[src/rtl/obstacle_pkg.sv]
// Shared definitions for the obstacle subsystem: game states, lanes, sprite selects
// and spawn geometry defaults.
package obstacle_pkg;

    typedef enum logic [3:0] {
        GS_TITLE = 4'd0,
        GS_PLAY  = 4'd1,
        GS_PAUSE = 4'd2,
        GS_FAIL1 = 4'd3,
        GS_FAIL2 = 4'd4
    } game_state_e;

    typedef enum logic [1:0] {
        LANE_HIGH = 2'd0,
        LANE_MID  = 2'd1,
        LANE_LOW  = 2'd2
    } lane_e;

    localparam logic [3:0] SPR_CACTUS_SMALL = 4'd0;
    localparam logic [3:0] SPR_CACTUS_PAIR  = 4'd1;
    localparam logic [3:0] SPR_CACTUS_LARGE = 4'd2;
    localparam logic [3:0] SPR_ROCK         = 4'd3;
    localparam logic [3:0] SPR_BIRD_LOW     = 4'd4;
    localparam logic [3:0] SPR_BIRD_HIGH    = 4'd5;

    localparam int DEF_X_SPAWN = 780;
    localparam int DEF_X_END   = 80;

    // Width of a type field holding n distinct types (at least one bit).
    function automatic int type_width(input int n);
        return (n > 1) ? $clog2(n) : 1;
    endfunction

    function automatic lane_e type_lane(input logic [3:0] kind);
        case (kind)
            4'd0, 4'd1, 4'd2: return LANE_LOW;
            4'd3, 4'd4:       return LANE_MID;
            default:          return LANE_HIGH;
        endcase
    endfunction

endpackage

[src/rtl/obstacle_pool_if.sv]
// Control strobes and per-slot outputs of the obstacle pool, grouped for port passing.
interface obstacle_pool_if
    import obstacle_pkg::*;
#(
    parameter int NUM_SLOTS = 3,
    parameter int NUM_TYPES = 6,
    parameter int XW        = 10
);
    localparam int TW = type_width(NUM_TYPES);

    logic                    run;
    logic                    clear;
    logic                    tick_move;
    logic                    tick_spawn;
    logic                    tick_speed;
    logic [12:0]             rand_val;
    logic [NUM_SLOTS-1:0]    slot_busy;
    logic [NUM_SLOTS*XW-1:0] slot_x;
    logic [NUM_SLOTS*TW-1:0] slot_type;
    logic [7:0]              speed;
    logic                    spawn_pulse;

    modport master (
        output run, clear, tick_move, tick_spawn, tick_speed, rand_val,
        input  slot_busy, slot_x, slot_type, speed, spawn_pulse
    );

    modport slave (
        input  run, clear, tick_move, tick_spawn, tick_speed, rand_val,
        output slot_busy, slot_x, slot_type, speed, spawn_pulse
    );

endinterface

[src/rtl/obstacle_slot.sv]
// One obstacle slot: busy/x/type registers with load, scroll and retire.
module obstacle_slot
    import obstacle_pkg::*;
#(
    parameter int XW      = 10,
    parameter int TW      = 3,
    parameter int X_SPAWN = DEF_X_SPAWN,
    parameter int X_END   = DEF_X_END
) (
    input  logic          clk,
    input  logic          rst,
    input  logic          clear,
    input  logic          run,
    input  logic          move,
    input  logic          load,
    input  logic [TW-1:0] load_kind,
    output logic          busy,
    output logic [XW-1:0] x,
    output logic [TW-1:0] kind
);
    localparam logic [XW-1:0] XS = XW'(X_SPAWN);
    localparam logic [XW-1:0] XE = XW'(X_END);

    logic retire;
    assign retire = busy && (x <= XE);

    // Retire beats load and move; load beats move so a fresh slot starts at XS.
    always_ff @(posedge clk or posedge rst) begin
        if (rst) begin
            busy <= 1'b0;
            x    <= XS;
            kind <= '0;
        end else if (clear) begin
            busy <= 1'b0;
            x    <= XS;
            kind <= '0;
        end else if (run) begin
            if (retire) begin
                busy <= 1'b0;
                x    <= XS;
            end else if (load) begin
                busy <= 1'b1;
                x    <= XS;
                kind <= load_kind;
            end else if (move && busy) begin
                x    <= x - XW'(1);
            end
        end
    end

endmodule

[src/rtl/obstacle_pool.sv]
// Obstacle scheduler: spawn cooldown, slot allocation, scroll pacing and speed ramp.
// Optional spawn gap check enabled by defining OBSTACLE_MIN_GAP_EN.
module obstacle_pool
    import obstacle_pkg::*;
#(
    parameter int NUM_SLOTS  = 3,
    parameter int NUM_TYPES  = 6,
    parameter int XW         = 10,
    parameter int X_SPAWN    = DEF_X_SPAWN,
    parameter int X_END      = DEF_X_END,
    parameter int SPEED_INIT = 200,
    parameter int SPEED_STEP = 20,
    parameter int SPEED_MIN  = 40,
    parameter int RAMP_TICKS = 180,
    parameter int MIN_GAP    = 120
) (
    input logic            CLK,
    input logic            RESET,
    obstacle_pool_if.slave bus
);
    localparam int TW = type_width(NUM_TYPES);

    logic [7:0]           move_cnt, cooldown, ramp_cnt, speed_q;
    logic                 spawn_q;
    logic [NUM_SLOTS-1:0] busy, load;
    logic [XW-1:0]        xs    [NUM_SLOTS];
    logic [TW-1:0]        kinds [NUM_SLOTS];
    logic                 active, move_ev, spawn_try, found, gap_block, spawn_fire;
    logic [2:0]           alloc_idx;
    logic [TW-1:0]        raw_kind, new_kind;
    logic [8:0]           speed_diff;
    logic [7:0]           speed_ramped;
    logic                 unused_rand;

    assign active    = bus.run & ~bus.clear;
    assign move_ev   = active & bus.tick_move & (move_cnt >= speed_q);
    assign spawn_try = active & bus.tick_spawn & (cooldown >= speed_q);

    assign raw_kind    = bus.rand_val[TW-1:0];
    assign new_kind    = (raw_kind >= TW'(NUM_TYPES)) ? raw_kind - TW'(NUM_TYPES) : raw_kind;
    assign unused_rand = ^bus.rand_val;

    // Nine-bit difference: the borrow bit flags an underflow below zero.
    assign speed_diff   = {1'b0, speed_q} - 9'(SPEED_STEP);
    assign speed_ramped = (speed_diff[8] || (speed_diff < 9'(SPEED_MIN))) ? 8'(SPEED_MIN)
                                                                         : speed_diff[7:0];

    always_comb begin
        found     = 1'b0;
        alloc_idx = '0;
        for (int unsigned i = 0; i < NUM_SLOTS; i++) begin
            if (!busy[i] && !found) begin
                found     = 1'b1;
                alloc_idx = 3'(i);
            end
        end
    end

`ifdef OBSTACLE_MIN_GAP_EN
    localparam logic [XW-1:0] XS = XW'(X_SPAWN);
    logic [2:0] newest_q;

    always_comb begin
        gap_block = 1'b0;
        for (int unsigned i = 0; i < NUM_SLOTS; i++) begin
            if (newest_q == 3'(i))
                gap_block = busy[i] && ((XS - xs[i]) < XW'(MIN_GAP));
        end
    end

    always_ff @(posedge CLK or posedge RESET) begin
        if (RESET)
            newest_q <= '0;
        else if (bus.clear)
            newest_q <= '0;
        else if (spawn_fire)
            newest_q <= alloc_idx;
    end
`else
    logic unused_gap;
    assign gap_block  = 1'b0;
    assign unused_gap = ^XW'(MIN_GAP);
`endif

    assign spawn_fire = spawn_try & found & ~gap_block;

    always_comb begin
        load = '0;
        for (int unsigned i = 0; i < NUM_SLOTS; i++)
            load[i] = spawn_fire && (alloc_idx == 3'(i));
    end

    always_ff @(posedge CLK or posedge RESET) begin
        if (RESET) begin
            move_cnt <= '0;
            cooldown <= '0;
            ramp_cnt <= '0;
            speed_q  <= 8'(SPEED_INIT);
            spawn_q  <= 1'b0;
        end else if (bus.clear) begin
            move_cnt <= '0;
            cooldown <= '0;
            ramp_cnt <= '0;
            speed_q  <= 8'(SPEED_INIT);
            spawn_q  <= 1'b0;
        end else begin
            spawn_q <= spawn_fire;
            if (bus.run) begin
                if (bus.tick_move)
                    move_cnt <= move_ev ? '0 : move_cnt + 8'd1;
                // A failed attempt leaves cooldown parked at the threshold.
                if (bus.tick_spawn) begin
                    if (spawn_fire)
                        cooldown <= '0;
                    else if (cooldown < speed_q)
                        cooldown <= cooldown + 8'd1;
                end
                if (bus.tick_speed) begin
                    if (ramp_cnt >= 8'(RAMP_TICKS - 1)) begin
                        ramp_cnt <= '0;
                        speed_q  <= speed_ramped;
                    end else begin
                        ramp_cnt <= ramp_cnt + 8'd1;
                    end
                end
            end
        end
    end

    for (genvar g = 0; g < NUM_SLOTS; g++) begin : g_slot
        obstacle_slot #(
            .XW      (XW),
            .TW      (TW),
            .X_SPAWN (X_SPAWN),
            .X_END   (X_END)
        ) u_slot (
            .clk       (CLK),
            .rst       (RESET),
            .clear     (bus.clear),
            .run       (bus.run),
            .move      (move_ev),
            .load      (load[g]),
            .load_kind (new_kind),
            .busy      (busy[g]),
            .x         (xs[g]),
            .kind      (kinds[g])
        );
    end

    logic [NUM_SLOTS*XW-1:0] x_packed;
    logic [NUM_SLOTS*TW-1:0] kind_packed;

    always_comb begin
        x_packed    = '0;
        kind_packed = '0;
        for (int unsigned i = 0; i < NUM_SLOTS; i++) begin
            x_packed[i*XW +: XW]    = xs[i];
            kind_packed[i*TW +: TW] = kinds[i];
        end
    end

    assign bus.slot_busy   = busy;
    assign bus.slot_x      = x_packed;
    assign bus.slot_type   = kind_packed;
    assign bus.speed       = speed_q;
    assign bus.spawn_pulse = spawn_q;

endmodule
[src/flat_wrapper.sv]
// flat-port wrapper written by rule: the top's interface ports become plain ports
module obstacle_pool_flat import obstacle_pkg::*;
#(
    parameter int NUM_SLOTS  = 3,
    parameter int NUM_TYPES  = 6,
    parameter int XW         = 10,
    parameter int X_SPAWN    = DEF_X_SPAWN,
    parameter int X_END      = DEF_X_END,
    parameter int SPEED_INIT = 200,
    parameter int SPEED_STEP = 20,
    parameter int SPEED_MIN  = 40,
    parameter int RAMP_TICKS = 180,
    parameter int MIN_GAP    = 120
)
  (CLK, RESET, bus_run, bus_clear, bus_tick_move, bus_tick_spawn, bus_tick_speed, bus_rand_val, bus_slot_busy, bus_slot_x, bus_slot_type, bus_speed, bus_spawn_pulse);
  obstacle_pool_if #(.NUM_SLOTS(NUM_SLOTS), .NUM_TYPES(NUM_TYPES), .XW(XW)) bus_i ();
  input logic CLK;
  input logic RESET;
  input wire logic [$bits(bus_i.run)-1:0] bus_run;
  input wire logic [$bits(bus_i.clear)-1:0] bus_clear;
  input wire logic [$bits(bus_i.tick_move)-1:0] bus_tick_move;
  input wire logic [$bits(bus_i.tick_spawn)-1:0] bus_tick_spawn;
  input wire logic [$bits(bus_i.tick_speed)-1:0] bus_tick_speed;
  input wire logic [$bits(bus_i.rand_val)-1:0] bus_rand_val;
  output wire logic [$bits(bus_i.slot_busy)-1:0] bus_slot_busy;
  output wire logic [$bits(bus_i.slot_x)-1:0] bus_slot_x;
  output wire logic [$bits(bus_i.slot_type)-1:0] bus_slot_type;
  output wire logic [$bits(bus_i.speed)-1:0] bus_speed;
  output wire logic [$bits(bus_i.spawn_pulse)-1:0] bus_spawn_pulse;
  assign bus_i.run = bus_run;
  assign bus_i.clear = bus_clear;
  assign bus_i.tick_move = bus_tick_move;
  assign bus_i.tick_spawn = bus_tick_spawn;
  assign bus_i.tick_speed = bus_tick_speed;
  assign bus_i.rand_val = bus_rand_val;
  assign bus_slot_busy = bus_i.slot_busy;
  assign bus_slot_x = bus_i.slot_x;
  assign bus_slot_type = bus_i.slot_type;
  assign bus_speed = bus_i.speed;
  assign bus_spawn_pulse = bus_i.spawn_pulse;
  obstacle_pool #(.NUM_SLOTS(NUM_SLOTS), .NUM_TYPES(NUM_TYPES), .XW(XW), .X_SPAWN(X_SPAWN), .X_END(X_END), .SPEED_INIT(SPEED_INIT), .SPEED_STEP(SPEED_STEP), .SPEED_MIN(SPEED_MIN), .RAMP_TICKS(RAMP_TICKS), .MIN_GAP(MIN_GAP)) u_core (.CLK(CLK), .RESET(RESET), .bus(bus_i));
endmodule
[config.mk]
export PLATFORM = sky130hd
export DESIGN_NAME = obstacle_pool_flat
export DESIGN_NICKNAME = d
export VERILOG_FILES = /design/src/rtl/obstacle_pkg.sv /design/src/rtl/obstacle_pool_if.sv /design/src/rtl/obstacle_slot.sv /design/src/rtl/obstacle_pool.sv /design/src/flat_wrapper.sv
export SDC_FILE = /design/constraint.sdc
export NUM_CORES = 1
export LEC_CHECK = 0
export ABC_AREA = 1
export ABC_CLOCK_PERIOD_IN_PS = 3300
export CAP_MARGIN = 30
export CORE_ASPECT_RATIO = 0.75
export CORE_UTILIZATION = 50
export CTS_CLUSTER_DIAMETER = 200
export DETAILED_ROUTE_END_ITERATION = 10
export PLACE_DENSITY = 0.8
export RECOVER_POWER = 100
export SLEW_MARGIN = 5
export SYNTH_ARGS = -nofsm -noshare
export SYNTH_HDL_FRONTEND = slang
export SYNTH_HIERARCHICAL = 1
export SYNTH_SLANG_ARGS = --single-unit
[constraint.sdc]
create_clock -name CLK -period 3.3 [get_ports CLK]
set_input_delay 0.66 -clock CLK [delete_from_list [all_inputs] [get_ports CLK]]
set_output_delay 0.66 -clock CLK [all_outputs]
set_load 0.03 [all_outputs]
==> impl_metrics.json <==
{
  "drt-initial-drc-count": 247,
  "reg2regPathDepth": 13,
  "cts_max_path_buffers": 2,
  "grt_usage": 0.236,
  "slowest_delay_ns": 0.56,
  "max_freq_mhz": 366,
  "area_growth_pct": 21.3,
  "vdd_drop_max_v": 0.000244,
  "grt_overflow_total": 0,
  "status": "finished, violations left",
  "vias_per_cell": 5.18,
  "placed_cells": 789,
  "cts_tree": "done",
  "r2r_end": "u_core/g_slot[0].u_slot/x[1]",
  "dr.pass1.iters": 5,
  "fin_nets": 713,
  "cts_buffers": 9,
  "fin_crit_sh": 0.829,
  "finalCriticalPeriod_ns": 2.74,
  "path_clk_slew_ns": 0.06,
  "synth.mux.area_fraction": 0,
  "start_util": 0.520,
  "end_kind": "register",
  "io_pins": 71,
  "num_rows": 30,
  "final-setup-viol-count": 0,
  "relSlewSlack": -0.153,
  "crit_path_start": "u_core/bus.speed[7]",
  "critPathSlowestCell": "dfstp_1",
  "final-hold-violation-count": 0,
  "dp_hpwl_um": 8090,
  "path_cells": "inv_1, ha_1, nand2_1, nor2_1, o21ai_0, nand2_1, nand2_1, nor2_1, nor2_8, nand3_4, nand2_1, nand2_1, nand2_1",
  "syn_area_um2": 4750,
  "crit_family": "simple AND/OR/NAND/NOR gates",
  "holdPathStages": 2,
  "drcViolationCount": 0,
  "worstPathRequired_ns": 3.52,
  "rsz0062_at_grt": "false",
  "r2r-start": "u_core/bus.speed[7]",
  "place_ws_ns": 0.651,
  "synth_top_family_by_area": "simple AND/OR/NAND/NOR gates",
  "synth_simple_gate_area_frac": 0.383,
  "worst-path-buf-inv": 1,
  "cts-root-buf": "clkbuf_16",
  "port_buffers": 58,
  "crit_path_frequent_cell": "nand2_1",
  "clock_latency_ns": 0.33,
  "drv_slew": 32,
  "worstMarginPinSlew_ns": 1.73,
  "synth_compound_area_frac": 0.0548,
  "cp_max_fo": 10,
  "seq_area_frac_synth": 0.389,
  "fin_ws_ns": 0.565,
  "synthTopCellsByArea": "dfrtp_1 (31%), nand2_1 (14%), dfstp_2 (8.3%)",
  "max_cap_viol_count": 1,
  "clock_sinks": 73,
  "min_to": "u_core/g_slot[2].u_slot/x[9]",
  "synth_adder_area_share": 0.0554,
  "vias": 4170,
  "grt_max_degree": 32,
  "dieArea_um2": 9890,
  "synth_top_cell_area_share": 0.306,
  "gp_congestion": 0.901,
  "drive_above_1_share": 0.134,
  "power_leakage_nw": 2.91,
  "power_density_nw_per_um2": 478,
  "r2r_setup_slack_ns": 0.56,
  "finalWirelength_um": 11000,
  "die_w_um": 115,
  "post_cts_buffers": 0,
  "finalClockSkew_ns": 0.00338,
  "total_power_mw": 2.75,
  "violations": "capacitance limit, slew limit",
  "min_path_type": "register to register",
  "finalNonFillerCells": 805,
  "holdBufCountCts": 0,
  "hp-start": "u_core/g_slot[2].u_slot/x[9]",
  "critPathKind": "register to register",
  "num_antenna_cells": 0,
  "worstPathArrival_ns": 2.96,
  "post_drt_wl_per_cell_um": 13.7,
  "yosysTopAreaCell": "dfrtp_1",
  "synth_seq_cells": 73,
  "die_y_um": 86.4,
  "core_um2": 9120,
  "synthDistinctLibCells": 40,
  "syn-instance-count": 598,
  "yosysWarnings": 6,
  "syn_area_per_cell_um2": 7.94,
  "grt_pass1_wl_um": 18300,
  "synth-xor-area-share": 0.0554,
  "htreeDepth": 3,
  "grt_pass1_vias": 3943,
  "antenna_found_initial": 0,
  "cts_resized": 0,
  "tns_ns": 0,
  "start_kind": "register",
  "ant_nets": 0
}
==> cells by family after synthesis <==
group                    count (synthesis)
flip-flops                              73
AND/OR/NAND/NOR                        350
XOR/XNOR                                30
AO/OA/AOI/OAI                           47
adder cells (fa/ha/maj)                 21
other                                    1
buffers and inverters                   76
==> Yosys cell counts <==
cell / n
nor2_4: 4
nand4_1: 11
xor2_1: 22
or2_2: 3
inv_1: 66
o22ai_1: 3
a21boi_0: 1
nor4_1: 1
o21ai_1: 16
dfstp_2: 15
nand4_2: 3
a31oi_1: 1
nand2_2: 17
nand3_2: 5
conb_1: 1
nand2_1: 177
nor2_2: 5
nor2_8: 3
nand3_1: 50
and3_2: 3
nand2_4: 10
nor3_1: 5
o21a_1: 1
ha_1: 21
dfrtp_1: 58
nand3b_1: 4
buf_4: 2
nand2_8: 3
a31o_2: 1
nor3_2: 2
nor3b_1: 1
a21oi_1: 10
nor2_1: 40
a22oi_1: 2
a21o_1: 1
o21ai_0: 10
inv_2: 8
nand3_4: 3
xnor2_1: 8
o21ai_2: 1
==> worst max-delay path by stage <==
stage	slack, ns	end	cells past startpoint
final	0.56	u_core/g_slot[0].u_slot/x[1]	13
after global routing	0.35	u_core/g_slot[0].u_slot/x[7]	13
after CTS	0.84	u_core/g_slot[0].u_slot/x[1]	13
after detailed placement	0.65	u_core/g_slot[0].u_slot/x[7]	12
after global placement	0.69	u_core/g_slot[0].u_slot/x[6]	12
after floorplan	0.78	u_core/g_slot[1].u_slot/x[6]	13
==> power breakdown <==
part           internal (mW)  total, mW  switching [mW]
clock network          0.627       1.00           0.374
logic                  0.247      0.696           0.448
registers              0.981       1.06          0.0751
total                   1.86       2.75           0.897
==> metrics by stage <==
step                       util  hold slack (ns)  cell area, um2
after floorplan               -            0.479            4750
after global placement    0.605            0.479            5520
after detailed placement  0.605            0.486            5520
after CTS                 0.639            0.495            5830
after global routing      0.631            0.514            5760
final                     0.631            0.489            5760
==> cells in the final DEF (no fill, tap or decap), types with 2 or more instances in the layout <==
master           count
o22ai_1              3
nand3_4              2
nor2_4               3
o21ai_0             24
xnor2_1              8
dfrtp_1             58
or2_2                3
nand3_1             51
dfstp_2             14
xor2_1              22
conb_1               2
a22oi_1              2
o21ai_1              3
inv_1               67
nand4_1             11
clkbuf_16            9
nor3_1               6
nor2_8               3
nand3_2              5
dlygate4sd3_1       51
a21oi_1             10
nand2_1            181
ha_1                21
and3_2               3
nand3b_1             4
clkdlybuf4s50_1      7
nand2_8              3
nand2_4              7
inv_2                6
clkbuf_8             2
clkbuf_1             4
nand2_2             16
nor2_1              43
buf_4                3
nor2_2               3
nand4_2              3
==> sequential cells by signal, summed over array words and instances (netlist names) <==
| signal | count |
|---|---|
| u_core/move_cnt | 8 |
| u_core/bus.spawn_pulse | 1 |
| u_core/g_slot.u_slot/x | 30 |
| u_core/bus.speed | 6 |
| u_core/ramp_cnt | 8 |
| u_core/g_slot.u_slot/busy | 3 |
| u_core/cooldown | 8 |
| u_core/g_slot.u_slot/kind | 9 |
==> tightest hold or removal path, delay by kind of cell, from the launching register on <==
kind	cells	cell delay [ns]
flip-flops	1	0.38
AND/OR/NAND/NOR	2	0.11
==> layer usage <==
metal  routed length [um]  global-route usage  part of all wire  vias to the layer above
met2                 5320               0.396              0.48                      117
met4                  142              0.0720             0.013                        0
met5                    0                   0                 0                        -
met1                 4920               0.307              0.45                     1975
met3                  616              0.0531             0.056                       13
li1                     -                   -                 -                     2065
==> area by class of cell <==
type | count | area [um2]
fill | 758 | 3360
sequential | 73 | 1850
clock inverter | 4 | 51.3
inverter | 74 | 278
multi-input combinational | 450 | 2550
timing repair buffer | 64 | 614
tap | 128 | 160
clock buffer | 12 | 256
Note: power is estimated with default switching activity, not from simulation.
